<file path="src/rtl/gpu_cmd_sequencer.sv">
// Purpose : buffers (address, data) GPU register commands and replays them over an
//           Avalon-MM master, waiting for and acknowledging the GPU irq after each
//           operation-triggering write (addresses 0x00-0x03).
// Latency : command accepted in cycle N into an empty FIFO is driven on the bus in N+2;
//           irq seen in cycle K gives the status read in K+1.
// Backpressure: cmd_ready drops when the FIFO holds DEPTH entries; all bus outputs are
//           held stable while m_waitrequest is high.
// Ports   : clock/reset (sync, active-low); cmd_* host command push; m_* Avalon-MM
//           master to GPU s1; gpu_irq; clear_error leaves HALT; busy/error/error_code/
//           done_count status.
module gpu_cmd_sequencer #(
   parameter int DEPTH   = 16,
   parameter int TIMEOUT = 1048576
) (
   input  logic        clock,
   input  logic        reset,
   input  logic        cmd_valid,
   output logic        cmd_ready,
   input  logic [7:0]  cmd_address,
   input  logic [31:0] cmd_data,
   output logic [7:0]  m_address,
   output logic        m_write,
   output logic        m_read,
   output logic [31:0] m_writedata,
   input  logic [31:0] m_readdata,
   input  logic        m_waitrequest,
   input  logic        gpu_irq,
   input  logic        clear_error,
   output logic        busy,
   output logic        error,
   output logic [1:0]  error_code,
   output logic [15:0] done_count
);

   localparam int AW = $clog2(DEPTH);
   localparam int CW = AW + 1;
   localparam int TW = (TIMEOUT > 1) ? $clog2(TIMEOUT) : 1;
   localparam logic [7:0] STATUS_ADDR = 8'h0f;

   typedef enum logic [2:0] {
      S_IDLE,
      S_ISSUE,
      S_WAIT_IRQ,
      S_ACK,
      S_HALT,
      S_CLEAR
   } state_t;

   state_t          state;
   logic [TW-1:0]   timer;

   // Command FIFO: {address, data} per entry.
   logic [39:0]     mem [DEPTH];
   logic [AW-1:0]   wr_ptr;
   logic [AW-1:0]   rd_ptr;
   logic [CW-1:0]   count;
   logic            push;
   logic            pop;
   logic [39:0]     head;
   logic            head_is_trigger;

   assign cmd_ready       = (count != CW'(DEPTH));
   assign push            = cmd_valid && cmd_ready;
   // The head is only consumed when the write carrying it is accepted by the GPU.
   assign pop             = (state == S_ISSUE) && !m_waitrequest;
   assign head            = mem[rd_ptr];
   assign head_is_trigger = (head[39:34] == 6'd0);

   assign busy  = (state != S_IDLE) || (count != '0);
   assign error = (state == S_HALT);

   // Storage needs no reset: pointers and count define what is valid.
   always_ff @(posedge clock) begin
      if (push) begin
         mem[wr_ptr] <= {cmd_address, cmd_data};
      end
   end

   always_ff @(posedge clock) begin
      if (!reset) begin
         wr_ptr <= '0;
         rd_ptr <= '0;
         count  <= '0;
      end else begin
         if (push) wr_ptr <= wr_ptr + AW'(1);
         if (pop)  rd_ptr <= rd_ptr + AW'(1);
         case ({push, pop})
            2'b10:   count <= count + CW'(1);
            2'b01:   count <= count - CW'(1);
            default: count <= count;
         endcase
      end
   end

   always_ff @(posedge clock) begin
      if (!reset) begin
         state       <= S_IDLE;
         timer       <= '0;
         done_count  <= '0;
         error_code  <= 2'd0;
         m_write     <= 1'b0;
         m_read      <= 1'b0;
         m_address   <= 8'h00;
         m_writedata <= 32'h0;
      end else begin
         case (state)
            S_IDLE: begin
               if (count != '0) begin
                  state       <= S_ISSUE;
                  m_write     <= 1'b1;
                  m_address   <= head[39:32];
                  m_writedata <= head[31:0];
               end
            end
            S_ISSUE: begin
               if (!m_waitrequest) begin
                  m_write <= 1'b0;
                  if (head_is_trigger) begin
                     state <= S_WAIT_IRQ;
                     timer <= '0;
                  end else begin
                     state <= S_IDLE;
                  end
               end
            end
            S_WAIT_IRQ: begin
               if (gpu_irq) begin
                  state     <= S_ACK;
                  m_read    <= 1'b1;
                  m_address <= STATUS_ADDR;
               end else if (timer == TW'(TIMEOUT - 1)) begin
                  state      <= S_HALT;
                  error_code <= 2'd1;
               end else begin
                  timer <= timer + TW'(1);
               end
            end
            S_ACK: begin
               if (!m_waitrequest) begin
                  m_read <= 1'b0;
                  if (m_readdata == 32'h0) begin
                     done_count <= done_count + 16'd1;
                     state      <= S_IDLE;
                  end else begin
                     state      <= S_HALT;
                     error_code <= 2'd2;
                  end
               end
            end
            S_HALT: begin
               // Writing 1 to the status register clears the GPU-side fault.
               if (clear_error) begin
                  state       <= S_CLEAR;
                  m_write     <= 1'b1;
                  m_address   <= STATUS_ADDR;
                  m_writedata <= 32'h1;
               end
            end
            S_CLEAR: begin
               if (!m_waitrequest) begin
                  m_write    <= 1'b0;
                  error_code <= 2'd0;
                  state      <= S_IDLE;
               end
            end
            default: state <= S_IDLE;
         endcase
      end
   end

endmodule

</file>
<file path="config.mk">
export PLATFORM = sky130hd
export DESIGN_NAME = gpu_cmd_sequencer
export DESIGN_NICKNAME = d
export VERILOG_FILES = /design/src/rtl/gpu_cmd_sequencer.sv
export SDC_FILE = /design/constraint.sdc
export NUM_CORES = 1
export LEC_CHECK = 0
export ABC_AREA = 1
export BUFFER_PORTS_ARGS = -buffer_cell sky130_fd_sc_hd__buf_2
export CORE_MARGIN = 2
export CORE_UTILIZATION = 49
export DETAILED_ROUTE_END_ITERATION = 8
export PLACE_DENSITY = 0.65
export SETUP_SLACK_MARGIN = 0.02
export SYNTH_ARGS = -nofsm -noshare
export SYNTH_HDL_FRONTEND = slang
export SYNTH_SLANG_ARGS = --single-unit
</file>
<file path="constraint.sdc">
create_clock -name clock -period 5.62 [get_ports clock]
set_input_delay 0.281 -clock clock [delete_from_list [all_inputs] [get_ports clock]]
set_output_delay 0.281 -clock clock [all_outputs]
set_load 0.005 [all_outputs]
</file>
Word-level counts from Yosys, hierarchy flattened
Memory sizes are Yosys's and may differ from the RTL's. A register that Yosys moved wholly into a read port is not among the register bits.
Index checks and enable logic that the tools add are counted.
Cells by class
  add/sub/neg operators: 6
  equal/unequal tests: 22
  multiplexer cells: 39
  bitwise gates (word level): 1
  reductions and logical operators: 25
Operators by type and width (number)
  $mux 20: 4
  $mux 32: 2
  $pmux 32 s2: 1
  $pmux 20 s2: 1
  $logic_not 32->1: 1
  $mux 3: 8
  $mux 8: 3
  $ne 2x2->1 const B: 12
  $pmux 8 s3: 1
  $add 20x1->20 const B: 1
  $eq 20x20->1 const B: 1
  $pmux 3 s6: 1
  $add 16x1->16 const B: 1
  $mux 2: 6
  $reduce_and 6->1: 2
  $reduce_bool 3->1: 4
  $pmux 5 s2: 1
  $reduce_and 3->1: 3
  $add 4x1->4 const B: 2
  $mux 4: 2
  $reduce_and 4->1: 2
  $reduce_bool 2->1: 4
  $eq 3x2->1 const B: 2
  $eq 3x3->1 const B: 2
  other kinds (20): 26
Storage, ports and cells
  register bits after elaboration: 96
  bits in writable memories: 640
  output and inout bits: 63
  memories: 1
Memory list
  mem: depth 16, bits a word 40, read ports 1, clocked after Yosys merged registers in 1, wr ports 1, RTL line 53  | logic [39:0] mem [DEPTH];

Depth between registers and ports, before layout
Gate-level depths: netlist of the first run.
  depth in word-level cells: 4
  depth in mapped cells: 18

Least setup slack after synthesis of the first run
Ideal clock, no wire load.
  kind: register -> register
  start: register count[1]
  end: memory mem[11][0] (enable)
  setup time: 0.437 ns
  arrival time: 2.621 ns
  data required time: 5.183 ns
  slack: 2.562 ns
  stages on the path, launching flop included: 7
  buffers on the path: 0
  cells stage by stage: dfxtp_1 nor2_1 nand4_1 nand2_1 inv_1 nand2_1 nor2_1
On the way
  cells in the longest elaborated chain, start to end: 4
Ends and longest elaborated chain
  start: declaration: RTL line 56  | logic [CW-1:0] count;
  start signal: assignment: RTL line 88  | 2'b10: count <= count + CW'(1);
  start signal: assignment: RTL line 89  | 2'b01: count <= count - CW'(1);
  start signal: assignment: RTL line 90  | default: count <= count;
  $ne 5x5->1: RTL line 62  | assign cmd_ready = (count != CW'(DEPTH));
  named net cmd_ready: RTL line 18  | output logic cmd_ready,
  $logic_and 1x1->1: RTL line 63  | assign push = cmd_valid && cmd_ready;
  $mux 1: RTL line 74  | if (push) begin
  $mux 1 (implied by the code): RTL line 75  | mem[wr_ptr] <= {cmd_address, cmd_data};
  end: declaration: RTL line 53
The timed path passes the listed nets, and every way through them passes these cells.

==> results of run 1 <==
## layer usage
metal / vias up / share of wire [%]
met5: - / 0.087
met4: 10 / 2.5
met3: 140 / 8.1
met2: 900 / 48
met1: 10116 / 41
li1: 9377 / -
## cell families after synthesis
family / count (synthesis)
fa+ha+maj: 11
xor+xnor: 14
flops: 740
simple gates: 940
buf+inv: 266
compound gates: 567
## worst max-delay path, cell delays in order (launching register included)
cell	delay (ns)
dfxtp_4	0.89
inv_8	0.42
nand2_1	0.17
nand2_1	0.07
nand2_1	0.05
nand3_1	0.08
nand3_1	0.11
nand2_1	0.10
nor2_1	0.22
nand3_1	0.16
nand2_2	0.46
nand2_4	0.16
nand2_1	0.10
nand2_1	0.05
nor2_1	0.12
## area by class of cell
class	instances	area (um2)
repair buffers	173	961
diodes	2	5.00
inverters	108	415
multi-input cells	1532	7580
flip-flops and latches	740	21200
well taps	782	978
clock buffers	109	2140
clock inverters	33	277
fillers	4887	26700
## worst paths after layout
| kind | from | end | depth (start not counted) |
|---|---|---|---|
| worst min register to register | rd_ptr[3] | register | 1 |
| worst max register to register | register | timer[13] | 14 |
| worst min-delay path | cmd_data[30] | mem[10][30] | 1 |
| worst max-delay path | register | timer[13] | 14 |
## flip-flops by register name, summed over array words and instances, names as in the netlist, named ones only
register and count:
m_write 1, wr_ptr 4, state 3, rd_ptr 4, m_writedata 32, m_read 1
mem 640, timer 20, m_address 8, error_code 2, count 5, done_count 16
## synth_stat cells (2+ instances only)
master,n
a21oi_1,91
nor3b_1,4
o211ai_1,12
nand4_1,20
nand2_1,334
o21bai_1,2
xnor2_1,7
buf_6,7
inv_2,5
edfxtp_1,640
nor2_1,388
inv_1,102
o221ai_1,104
xor2_1,7
or2_2,6
o21ai_1,27
nand3_1,166
buf_1,9
nor4_1,9
nor3_1,9
clkbuf_1,99
buf_4,5
buf_2,38
a31oi_1,2
dfxtp_1,100
ha_1,11
o21ai_0,291
o22ai_1,32
## stage by stage
stage	area [um2]	hold WS [ns]	total power [uW]	setup WS (ns)	util, %
6_report	33600	0.0359	13500	2.33	55.8
5_1_grt	33600	0.0351	14100	1.97	55.8
4_1_cts	33600	0.0133	13600	2.33	55.7
3_5_place_dp	31200	0.427	8710	2.34	51.7
3_3_place_gp	31200	0.426	8640	2.43	51.7
2_1_floorplan	29800	0.380	7910	2.56	-
## power by group
part / internal, uW / switching [uW]
combinational: 648 / 1530
sequential: 6220 / 210
clock: 2840 / 2070
total: 9720 / 3810
==> results.toml, run 1 <==
[global_routing]
grt_use_met1_pct = 33.6
gr-total-overflow = 0
grt_pass1_wl_um = 119000
antenna_found_initial = 8
grt_max_degree = 257
use_met3_pct = 4.22
grt_pass1_vias = 20013
globalRouteTotalUtil_pct = 24.8
use_met2_pct = 40.9
busiest_layer = "met2"

[sta]
fin_crit_ns = 3.29
finalHoldViolCount = 0
rsz0062_at_grt = "false"
slew-limit-headroom_pct = 8.28
tns_ns = 0
setup_viol = 0
slew_viol_final = 0
worstMarginPinSlew_ns = 1.38
fmaxAchievable_mhz = 304
post-route-period-util_pct = 58.5
finClkSkew_ns = 0.0240

[drt]
vias_per_cell = 5.90
drt_iter0_drc = 2134
antenna_left = 0
drt-pass1-iter-count = 6
wl_um = 78300
wire_per_inst_um = 22.5
dr_total_vias = 20543
drc_errors = 0

[die]
dieHeight_um = 251
die_w_um = 251
placementRows = 90
start_util_pct = 49.5
core-area_um2 = 60200
dieArea_um2 = 62800
ios = 141

[synth]
syn_area_um2 = 29800
synth_area_leaders = "edfxtp_1, dfxtp_1, o21ai_0, nor2_1, nand2_1"
yosys.area_share.adder_pct = 0.462
ys_seq_elements = 740
synth_mux_area_share_pct = 0
synth_compound_area_share_pct = 11.2
syn-num-nets = 2627
synthArstFlopShare_pct = 0
synth_cells = 2538
seq_area_frac_synth_pct = 71.2
synth_top_area_share_pct = 64.5
ys_warn_count = 0
yosysUniqueCellTypes = 39
syn_area_per_cell_um2 = 11.7
synth_top_family_by_area = "simple AND/OR/NAND/NOR gates"
synth-edff-count = 640
yosysTopAreaCell = "edfxtp_1"
synthFlopType = "edfxtp_1"
yosys.area_share.simple_pct = 13.0
synth-xor-area-share_pct = 0.412

[cts]
postCtsHoldBufs = 0
clk_latency_ns = 0.62
cts_buffer_depth = 3
clockRootBuffer = "clkbuf_16"
cts_tree = "built"
clkTransAtPathRegs_ns = 0.06
post-cts-setup-buffer-count = 0
cts_max_level = 3
cts_resized = 0
cts_buffers = 77
clkSinkCount = 740

[placement]
dp_hpwl_um = 40400
place_inst = 3335
place.port_buffers = 140
gp_congestion = 0.847

[layout]
areaGrowthSynthToFinish_pct = 12.7
final_nets = 2721
stdcell_count = 3479
drive_above_1_share_pct = 11.8
final_cell_mix = "edfxtp_1, nor2_1, nand2_1, o21ai_0, nand3_1"
mostFrequentLayoutCell = "edfxtp_1"

[setup_path]
crit_path_max_fanout = 132
cp-end-kind = "register"
startpoint_type = "register"
worstPathArrival_ns = 3.83
cp.required_ns = 6.16
criticalPathCategory = "register to register"
rrSetupSlack_ns = 2.33

[worst_hold_path]
hold_class = "primary input to register"

[power]
power_density_nw_per_um2 = 403
max-vdd-ir-drop_v = 0.000256
p_leak_uw = 0.0117

[outcome]
status = "finished, final reports clean"

[flow_run]
maxCapViolCount = 0
Note: power is estimated with default switching activity, not from simulation.
==> run 2, diff against run 1 <==
--- a/config.mk
+++ b/config.mk
@@ -5,12 +5,12 @@
 export SDC_FILE = /design/constraint.sdc
 export NUM_CORES = 1
 export LEC_CHECK = 0
-export ABC_AREA = 1
+export ABC_AREA = 0
 export BUFFER_PORTS_ARGS = -buffer_cell sky130_fd_sc_hd__buf_2
 export CORE_MARGIN = 2
 export CORE_UTILIZATION = 49
 export DETAILED_ROUTE_END_ITERATION = 8
-export PLACE_DENSITY = 0.65
+export PLACE_DENSITY = 0.68
 export SETUP_SLACK_MARGIN = 0.02
 export SYNTH_ARGS = -nofsm -noshare
 export SYNTH_HDL_FRONTEND = slang
==> constraint.sdc (replaced) <==
create_clock -name clock -period 3 [get_ports clock]
set_input_delay 0.15 -clock clock [delete_from_list [all_inputs] [get_ports clock]]
set_output_delay 0.15 -clock clock [all_outputs]
set_load 0.005 [all_outputs]
==> run 2 against run 1 <==
Compared with the run above:
- sequential cell count stayed put
- combinational power up 65%
- clock skew decreased by 0.0032 ns
- sequential share of layout area shrank 0.43 points
- register-to-register slack worse by 2.1 ns
- worst setup slack lost 2.1 ns
- hold slack better by 0.078 ns
- global-route usage down 2.8 points
- total power grew 81%
- final cell count shrank 24%
- die area shrank 3.1%
- synthesized cell count fell by 38%
- critical path type unchanged
==> results.toml, run 2 <==
[sta]
rsz0062_at_grt = "false"
fmaxAchievable_mhz = 357
fin_crit_ns = 2.80
slew_viol_final = 0
slew-limit-headroom_pct = 25.3
finalHoldViolCount = 0
setup_viol = 0
tns_ns = 0
post-route-period-util_pct = 93.4
finClkSkew_ns = 0.0208
worstMarginPinSlew_ns = 1.12

[placement]
dp_hpwl_um = 36500
place.port_buffers = 140
gp_congestion = 0.821
place_inst = 2456

[layout]
final_cell_mix = "edfxtp_1, mux4_2, buf_2, dfxtp_1, nor2_1"
top_register = "mem"
fillerInstances = 4295
drive_above_1_share_pct = 27.7
final_nets = 1900
mostFrequentLayoutCell = "edfxtp_1"
top_regs = "mem: 640 flops, m_writedata: 32 flops, timer: 20 flops"
largest_reg_flops = 640
stdcell_count = 2635
areaGrowthSynthToFinish_pct = 17.2

[synth]
ys_warn_count = 0
synthTopCellsByCount = "edfxtp_1, mux4_2, nor2_1, dfxtp_1, a211oi_1"
synth-edff-count = 640
yosysUniqueCellTypes = 56
synth_area_leaders = "edfxtp_1, mux4_2, dfxtp_1, a211oi_1, mux2i_1"
yosysTopAreaCell = "edfxtp_1"
ys_seq_elements = 740
seq_area_frac_synth_pct = 73.5
synthArstFlopShare_pct = 0
yosysMostFrequentCell = "edfxtp_1"
syn-num-nets = 1655
syn_area_um2 = 28900
synth_top_area_share_pct = 66.6
synthFlopType = "edfxtp_1"
syn_area_per_cell_um2 = 18.4
synth_cells = 1566

[global_routing]
gr-total-overflow = 0
busiest_layer = "met2"
globalRouteTotalUtil_pct = 22.0
grt_use_met1_pct = 29.8
use_met2_pct = 36.8
grt_pass1_wl_um = 98600
antenna_found_initial = 3
use_met3_pct = 4.24
grt_max_degree = 43
grt_pass1_vias = 16102

[drt]
dr_total_vias = 15731
drt_iter0_drc = 1683
vias_per_cell = 5.97
antenna_left = 0
wl_um = 65700
wire_per_inst_um = 24.9
drc_errors = 0
drt-pass1-iter-count = 7

[power]
p_seq_share_pct = 48.2
power.switching_uw = 6060
pwr-share-clk_pct = 37.1
power_density_nw_per_um2 = 724
p_leak_uw = 0.0109
netSwitchingFraction_pct = 24.7
p_int_uw = 18400
max-vdd-ir-drop_v = 0.000451
combPwrFrac_pct = 14.7

[die]
ios = 141
placementRows = 88
start_util_pct = 49.8
die_w_um = 247
dieArea_um2 = 60900
core-area_um2 = 57900
dieHeight_um = 247

[cts]
clkSinkCount = 740
cts_buffer_depth = 3
post-cts-setup-buffer-count = 0
cts_max_level = 3
cts_tree = "built"
clkTransAtPathRegs_ns = 0.06
clockRootBuffer = "clkbuf_16"
cts_buffers = 75
clk_latency_ns = 0.62

[flow_run]
maxCapViolCount = 0

[setup_path]
cp-end-kind = "register"
crit_path_max_fanout = 14
criticalPathCategory = "register to register"
cp.required_ns = 3.50
worstPathArrival_ns = 3.30
startpoint_type = "register"

[outcome]
status = "finished, final reports clean"

[worst_hold_path]
hp-start = "cmd_valid"
hold_class = "primary input to register"
[run 2: cell types whose count changed in the layout (fill, tap and decap cells not counted), sizes merged, moves of 45 or more]
cell,previous run,this run
mux4,0,162
a211oi,1,63
a21oi,91,43
o221ai,104,2
and2,0,45
o21ai,319,19
nand2,336,45
nor2,388,101
nand3,166,26
inv,111,17
[run 2: cell families (layout without fill, tap and decap cells)]
kind of cell	after synthesis	in the layout	synth area share (%)
flip-flops	740	740	73.5
AND/OR/NAND/NOR	305	305	5.26
multiplexers	203	203	14.1
AO/OA/AOI/OAI	179	179	4.34
buffers and inverters	102	405	1.54
XOR/XNOR	26	26	0.789
adder cells (fa/ha/maj)	11	11	0.477
other	0	1	0
[run 2: worst paths after layout]
path / end / slack [ns] / cells after the start
worst min register to register: m_writedata[16] / 0.48 / 2
worst min-delay path: wr_ptr[1] / 0.11 / 5
worst max-delay path: timer[2] / 0.20 / 7
worst max register to register: timer[2] / 0.20 / 7
[run 2: final cells by class]
type | instances | area, um2 | area share [%]
timing repair buffer | 257 | 1850 | 5.47
inverter | 13 | 48.8 | 0.144
tap | 765 | 957 | 2.83
clock inverter | 35 | 337 | 0.995
sequential | 740 | 21200 | 62.8
clock buffer | 100 | 2050 | 6.07
multi-input combinational | 724 | 7340 | 21.7
antenna | 1 | 2.50 | 0.00740
[run 2: repair_timing]
item                                    4_1_cts  5_1_grt
endpoints found under the setup margin        0       19
hold endpoints to repair                    651        0
gates resized for setup                       0        3
hold buffers                                 43        0
[run 2: power by group through the flow]
stage	clock network, uW	registers (uW)	logic, uW
floorplan	0	12000	2230
global placement	0	12000	3520
detailed placement	0	12000	3570
CTS	9240	11800	3650
global route	9660	11800	3940
finish	9080	11800	3600
[run 2: worst max-delay path, cell delays in order (launching register included)]
cell	delay, ns
dfxtp_4	0.51
buf_12	0.20
mux4_2	0.50
mux2i_1	0.16
mux2i_1	0.14
or4_4	0.58
o21a_2	0.35
o221a_2	0.26
[run 2: per-stage QoR]
step                total power, uW  setup WS [ns]  hold slack [ns]  area (um2)  utilization [%]
floorplan                     14200         -0.444            0.249       28900                -
global placement              15500          0.139            0.468       31000             53.5
detailed placement            15600         0.0697            0.474       31000             53.5
CTS                           24700         0.0510           0.0904       33800             58.4
global route                  25400         0.0206            0.145       33800             58.4
finish                        24500          0.198            0.114       33800             58.4
[run 2: layer usage]
metal  vias to the layer above  wire length (um)
li1                       6819                 -
met1                      8232             27000
met2                       567             32600
met3                       109              4730
met4                         4              1360
met5                         -                24
